`src/rtl/cpu_ctrl_pkg.sv`:
```
// Shared types and constants for the CPU control FSM: state encoding, instruction classes,
// opcode/op field values and datapath select codes.
package cpu_ctrl_pkg;

  localparam int unsigned OPC_W = 3;
  localparam int unsigned OP_W  = 2;

  localparam logic [OPC_W-1:0] OPC_MOV = 3'b110;
  localparam logic [OPC_W-1:0] OPC_ALU = 3'b101;

  localparam logic [OP_W-1:0] OP_ADD    = 2'b00;
  localparam logic [OP_W-1:0] OP_CMP    = 2'b01;
  localparam logic [OP_W-1:0] OP_AND    = 2'b10;
  localparam logic [OP_W-1:0] OP_MVN    = 2'b11;
  localparam logic [OP_W-1:0] OP_MOVIMM = 2'b10;
  localparam logic [OP_W-1:0] OP_MOVREG = 2'b00;

  localparam logic [2:0] NSEL_NONE = 3'b000;
  localparam logic [2:0] NSEL_RN   = 3'b001;
  localparam logic [2:0] NSEL_RD   = 3'b010;
  localparam logic [2:0] NSEL_RM   = 3'b100;

  localparam logic [1:0] VSEL_C   = 2'b00;
  localparam logic [1:0] VSEL_IMM = 2'b10;

  typedef enum logic [2:0] {
    StWait   = 3'd0,
    StDecode = 3'd1,
    StGetA   = 3'd2,
    StGetB   = 3'd3,
    StOp     = 3'd4,
    StWreg   = 3'd5,
    StWimm   = 3'd6,
    StHalt   = 3'd7
  } state_t;

  typedef enum logic [2:0] {
    ClsMovi    = 3'd0,
    ClsMovr    = 3'd1,
    ClsAlu2    = 3'd2,
    ClsMvn     = 3'd3,
    ClsCmp     = 3'd4,
    ClsIllegal = 3'd5
  } insn_class_t;

endpackage

```
`src/rtl/cpu_ctrl_fsm_if.sv`:
```
// Instruction-side handshake plus datapath control strobes of the CPU control FSM.
// master = controller, slave = decoder/datapath side.
interface cpu_ctrl_fsm_if;
  import cpu_ctrl_pkg::*;

  logic             s;
  logic [OPC_W-1:0] opcode;
  logic [OP_W-1:0]  op;
  logic             w;
  logic [2:0]       nsel;
  logic [1:0]       vsel;
  logic             loada;
  logic             loadb;
  logic             loadc;
  logic             loads;
  logic             asel;
  logic             bsel;
  logic             write;
  logic             halt;

  modport master (
    input  s, opcode, op,
    output w, nsel, vsel, loada, loadb, loadc, loads, asel, bsel, write, halt
  );

  modport slave (
    output s, opcode, op,
    input  w, nsel, vsel, loada, loadb, loadc, loads, asel, bsel, write, halt
  );

endinterface

```
`src/rtl/cpu_ctrl_decode.sv`:
```
// Combinational classifier: captured opcode/op fields -> instruction class.
module cpu_ctrl_decode
  import cpu_ctrl_pkg::*;
(
  input  logic [OPC_W-1:0] opc_i,
  input  logic [OP_W-1:0]  op_i,
  output insn_class_t      cls_o
);

  always_comb begin
    cls_o = ClsIllegal;
    if (opc_i == OPC_MOV) begin
      if (op_i == OP_MOVIMM) begin
        cls_o = ClsMovi;
      end else if (op_i == OP_MOVREG) begin
        cls_o = ClsMovr;
      end
    end else if (opc_i == OPC_ALU) begin
      case (op_i)
        OP_ADD, OP_AND: cls_o = ClsAlu2;
        OP_CMP:         cls_o = ClsCmp;
        OP_MVN:         cls_o = ClsMvn;
        default:        cls_o = ClsIllegal;
      endcase
    end
  end

endmodule

```
`src/rtl/cpu_ctrl_fsm.sv`:
```
// Moore controller sequencing regfile, A/B/C registers, ALU and status for one instruction.
// Define CPU_CTRL_ILLEGAL_TRAP_EN to trap illegal instructions in a sticky HALT state.
module cpu_ctrl_fsm
  import cpu_ctrl_pkg::*;
(
  input  logic           clk,
  input  logic           reset,
  cpu_ctrl_fsm_if.master bus
);

  state_t           state_q, state_d;
  logic [OPC_W-1:0] opc_q, opc_d;
  logic [OP_W-1:0]  op_q, op_d;
  insn_class_t      cls;

  cpu_ctrl_decode u_decode (
    .opc_i (opc_q),
    .op_i  (op_q),
    .cls_o (cls)
  );

  always_ff @(posedge clk) begin
    if (reset) begin
      state_q <= StWait;
      opc_q   <= '0;
      op_q    <= '0;
    end else begin
      state_q <= state_d;
      opc_q   <= opc_d;
      op_q    <= op_d;
    end
  end

  always_comb begin
    state_d = state_q;
    opc_d   = opc_q;
    op_d    = op_q;
    case (state_q)
      StWait: begin
        if (bus.s) begin
          opc_d   = bus.opcode;
          op_d    = bus.op;
          state_d = StDecode;
        end
      end
      StDecode: begin
        case (cls)
          ClsMovi:         state_d = StWimm;
          ClsMovr, ClsMvn: state_d = StGetB;
          ClsAlu2, ClsCmp: state_d = StGetA;
          default: begin
`ifdef CPU_CTRL_ILLEGAL_TRAP_EN
            state_d = StHalt;
`else
            state_d = StWait;
`endif
          end
        endcase
      end
      StGetA:         state_d = StGetB;
      StGetB:         state_d = StOp;
      StOp:           state_d = (cls == ClsCmp) ? StWait : StWreg;
      StWreg, StWimm: state_d = StWait;
`ifdef CPU_CTRL_ILLEGAL_TRAP_EN
      StHalt:         state_d = StHalt;
`endif
      // Unreachable encodings (including StHalt when the trap is disabled) recover here.
      default:        state_d = StWait;
    endcase
  end

  always_comb begin
    bus.w     = 1'b0;
    bus.nsel  = NSEL_NONE;
    bus.vsel  = VSEL_C;
    bus.loada = 1'b0;
    bus.loadb = 1'b0;
    bus.loadc = 1'b0;
    bus.loads = 1'b0;
    bus.asel  = 1'b0;
    bus.bsel  = 1'b0;
    bus.write = 1'b0;
    bus.halt  = 1'b0;
    case (state_q)
      StWait: bus.w = 1'b1;
      StGetA: begin
        bus.nsel  = NSEL_RN;
        bus.loada = 1'b1;
      end
      StGetB: begin
        bus.nsel  = NSEL_RM;
        bus.loadb = 1'b1;
      end
      StOp: begin
        if (cls == ClsCmp) begin
          bus.loads = 1'b1;
        end else begin
          bus.loadc = 1'b1;
          bus.asel  = (cls == ClsMovr);
        end
      end
      StWreg: begin
        bus.nsel  = NSEL_RD;
        bus.vsel  = VSEL_C;
        bus.write = 1'b1;
      end
      StWimm: begin
        bus.nsel  = NSEL_RN;
        bus.vsel  = VSEL_IMM;
        bus.write = 1'b1;
      end
`ifdef CPU_CTRL_ILLEGAL_TRAP_EN
      StHalt: bus.halt = 1'b1;
`endif
      default: ;
    endcase
  end

endmodule

```
`src/flat_wrapper.sv`:
```
// flat-port wrapper written by rule: the top's interface ports become plain ports
module cpu_ctrl_fsm_flat import cpu_ctrl_pkg::*;
  (clk, reset, bus_s, bus_opcode, bus_op, bus_w, bus_nsel, bus_vsel, bus_loada, bus_loadb, bus_loadc, bus_loads, bus_asel, bus_bsel, bus_write, bus_halt);
  cpu_ctrl_fsm_if bus_i ();
  input  logic clk;
  input  logic reset;
  input wire logic [$bits(bus_i.s)-1:0] bus_s;
  input wire logic [$bits(bus_i.opcode)-1:0] bus_opcode;
  input wire logic [$bits(bus_i.op)-1:0] bus_op;
  output wire logic [$bits(bus_i.w)-1:0] bus_w;
  output wire logic [$bits(bus_i.nsel)-1:0] bus_nsel;
  output wire logic [$bits(bus_i.vsel)-1:0] bus_vsel;
  output wire logic [$bits(bus_i.loada)-1:0] bus_loada;
  output wire logic [$bits(bus_i.loadb)-1:0] bus_loadb;
  output wire logic [$bits(bus_i.loadc)-1:0] bus_loadc;
  output wire logic [$bits(bus_i.loads)-1:0] bus_loads;
  output wire logic [$bits(bus_i.asel)-1:0] bus_asel;
  output wire logic [$bits(bus_i.bsel)-1:0] bus_bsel;
  output wire logic [$bits(bus_i.write)-1:0] bus_write;
  output wire logic [$bits(bus_i.halt)-1:0] bus_halt;
  assign bus_i.s = bus_s;
  assign bus_i.opcode = bus_opcode;
  assign bus_i.op = bus_op;
  assign bus_w = bus_i.w;
  assign bus_nsel = bus_i.nsel;
  assign bus_vsel = bus_i.vsel;
  assign bus_loada = bus_i.loada;
  assign bus_loadb = bus_i.loadb;
  assign bus_loadc = bus_i.loadc;
  assign bus_loads = bus_i.loads;
  assign bus_asel = bus_i.asel;
  assign bus_bsel = bus_i.bsel;
  assign bus_write = bus_i.write;
  assign bus_halt = bus_i.halt;
  cpu_ctrl_fsm u_core (.clk(clk), .reset(reset), .bus(bus_i));
endmodule
```
`config.mk`:
```
export PLATFORM = sky130hd
export DESIGN_NAME = cpu_ctrl_fsm_flat
export DESIGN_NICKNAME = d
export VERILOG_FILES = /design/src/rtl/cpu_ctrl_pkg.sv /design/src/rtl/cpu_ctrl_fsm_if.sv /design/src/rtl/cpu_ctrl_decode.sv /design/src/rtl/cpu_ctrl_fsm.sv /design/src/flat_wrapper.sv
export SDC_FILE = /design/constraint.sdc
export NUM_CORES = 1
export LEC_CHECK = 0
export CORE_UTILIZATION = 36
export DETAILED_ROUTE_END_ITERATION = 6
export PLACE_DENSITY = 0.84
export SLEW_MARGIN = 20
export SYNTH_ARGS = -nofsm -noshare
export SYNTH_HDL_FRONTEND = slang
export SYNTH_SLANG_ARGS = --single-unit
```
`constraint.sdc`:
```
create_clock -name clk -period 1.25 [get_ports clk]
set_input_delay 0.3125 -clock clk [delete_from_list [all_inputs] [get_ports clk]]
set_output_delay 0.3125 -clock clk [all_outputs]
set_load 0.05 [all_outputs]
```
==> results by group <==
Synth
  – Synth warn: 0
  – Post-synthesis cell type count: 29
  – Post-synthesis sequential area ratio: 0.307
  – Mapped Area: 522 um^2
  – Syn Inst Count: around 60
  – Avg Cell Area, Syn: 8.55 um^2
  – #FFs+latches synth: 8

Placement
  – Post-DP Area: 948 um^2
  – Routability congestion estimate: 0.827
  – Dpl hpwl: 999 um
  – Port Buffer Count: 18
  – Dpl ws: -0.262 ns
  – Placed cells: roughly 100

Setup path
  – Critical Path Source Type: flip-flop
  – Delay of the slowest critical-path stage: 0.42 ns
  – CP top delay family: simple AND/OR/NAND/NOR gates
  – CP Capture Type: output pin
  – Worst EP arrival: 1.43 ns
  – Critical path cell sequence: or3b_4 -> o21bai_4 -> inv_4 -> buf_12
  – CP Max Fanout: 3
  – WP buf/inv: 2
  – Worst R2R Setup Slack: -0.28 ns
  – Critical Path Slowest Stage Cell: or3b_4
  – Worst EP required: approximately 0.94 ns
  – Crit Path Class: reg2out

Drt
  – DRC: 0
  – Drt first-iter violations: 7
  – Post-route ant nets: 0
  – Vias: 599
  – Vias per cell: 5.08
  – WL final: 1770 um
  – WL/cell: 15.0 um
  – Number of detailed-route iterations in the first pass: 4

Timing
  – RSZ-0062 raised after global routing: true
  – Final hold slack: between 0.6 and 0.7 ns
  – Fmax: 575 MHz
  – Clock Skew: 0.00665 ns
  – Final setup violation count: 19
  – Ratio of final minimum period to clock period: 1.39
  – Slew Limit Fails: 0
  – Final Hold Vio Count: 0
  – Tmin final: 1.74 ns
  – Final WS setup: -0.488 ns

Floorplanning
  – Starting Density: 0.396
  – I/O Pins: 22
  – Full die area: roughly 1600 um^2
  – Row Count: 13
  – Die Ht: 40.1 um
  – Die W: 40.1 um
  – Core Region: between 1000 and 1500 um^2

Pwr
  – Lkg Pwr: 0.522 nW
  – Pwr/cell area: 620 nW/um^2
  – Maximum vdd drop: approximately 0.74 mV

Worst hold path
  – Hold Path Class: reg2reg

CTS
  – H-tree Lvls: 1
  – CTS Buf Count: 3
  – Hold_buf cts: 0
  – CTS clock-pin slew for the worst setup and hold paths: 0.06 ns
  – Clk root buf: clkbuf_4
  – CTS tree: done
  – Clock Sinks: 8
  – CTS max path bufs: 2
  – Clock Latency Late Sink: roughly 0.26 ns

Outcome
  – Status: complete, but fails checks
  – Failing checks: negative setup slack

Global route
  – GRT Util Overall: 0.202
  – Antenna violations before repair: 0
  – Largest net degree at the start of global routing: 11
  – First-pass GRT wire length: 2060 um
  – Overflow left after global routing: 0
  – Vias in the first global route: 504

Final layout
  – Share of layout cells above drive strength 1: 0.621
  – Final Non-Filler Cells: roughly 120
  – Nets: 113
  – ANT cells: 0
  – Filler cell count: 67
  – Area growth syn-to-layout: 120%
  – Fin area: 1150 um^2

Job
  – Max cap viols: 0
-- where the power goes --
part           internal (mW)  switching [mW]  leakage (nW)
clock                  0.110          0.0962        0.0138
combinational          0.122           0.105         0.442
sequential             0.269          0.0102        0.0669
total                  0.502           0.211         0.522
-- through the flow --
stage | power, mW | utilization | TNS [ns]
2_1_floorplan | 0.392 | - | -1.91
3_3_place_gp | 0.456 | 0.720 | -2.79
3_5_place_dp | 0.461 | 0.720 | -3.21
4_1_cts | 0.680 | 0.780 | -4.48
5_1_grt | 0.751 | 0.873 | -6.80
6_report | 0.713 | 0.873 | -5.86
-- cells by family (layout without fill, tap and decap cells) --
family                 after synthesis  in the layout  synth area share
buffers and inverters               10             50             0.120
AO/OA/AOI/OAI                        8              8            0.0911
other                                1              3           0.00719
AND/OR/NAND/NOR                     29             29             0.379
flip-flops                           8              8             0.307
multiplexers                         5              5            0.0959
-- metal layers --
metal	wire length [um]	GRT usage
met4	27	0.121
met3	40	0.0333
met5	0	0
met1	709	0.208
met2	995	0.375
-- worst register-to-register path, delay by kind of cell, from the launching register on --
kind          cells  cell delay, ns
flops             1            0.33
mux               1            0.20
buf+inv           4            0.57
simple gates      2            0.30
-- flip-flops by register name, summed over array words and instances (netlist names) --
register	cells
u_core.opc_q	3
u_core.state_q	3
u_core.op_q	2
-- cells in the mapped netlist, drive strengths merged --
cell,number,area share
or4,1,0.014
inv,3,0.022
a21oi,1,0.0096
and4bb,1,0.024
mux2i,5,0.096
a31oi,2,0.024
nand4,1,0.012
and2,2,0.024
nor4b,2,0.062
and2b,1,0.014
o21ai,3,0.029
conb,1,0.0072
o21a,1,0.014
nor2,7,0.050
o21bai,1,0.014
nor2b,3,0.036
nand2,2,0.014
nand2b,1,0.012
nand3b,2,0.029
or3b,1,0.017
dfxtp,8,0.31
and4b,1,0.019
nor3b,2,0.029
buf,7,0.098
nor3,1,0.0096
or2,1,0.012
-- repair_timing --
item	4_1_cts	5_1_grt
endpoints found under the setup margin	19	19
setup buffers	3	9
pin swaps	2	9
resized for setup	10	14
-- final cells by class --
type	count	area [um^2]	area share
timing repair buffer	44	532	0.462
multi-input combinational	45	395	0.344
sequential	8	164	0.143
clock buffer	3	22.5	0.0196
tap	15	18.8	0.0163
inverter	3	17.5	0.0152
-- cell usage in the layout (no fill, tap or decap), types with 3 or more instances in the layout --
master           Yosys  layout
o21ai_0              3       3
nor2_1               7       5
buf_4                4      16
dfxtp_1              8       5
buf_12               0      12
clkdlybuf4s50_1      0       7
mux2i_1              5       5
clkbuf_4             0       3
buf_6                1       9
dfxtp_2              0       3
conb_1               1       3
-- worst paths after layout --
| kind | startpoint | to | depth (start not counted) |
|---|---|---|---|
| setup / recovery | u_core.state_q[2] | bus_loadc | 4 |
| hold / removal | u_core.op_q[1] | u_core.op_q[1] | 3 |
| setup reg to reg | u_core.state_q[2] | u_core.opc_q[2] | 7 |
| hold reg to reg | u_core.op_q[1] | u_core.op_q[1] | 3 |
Power figures use the tool's default switching activity.
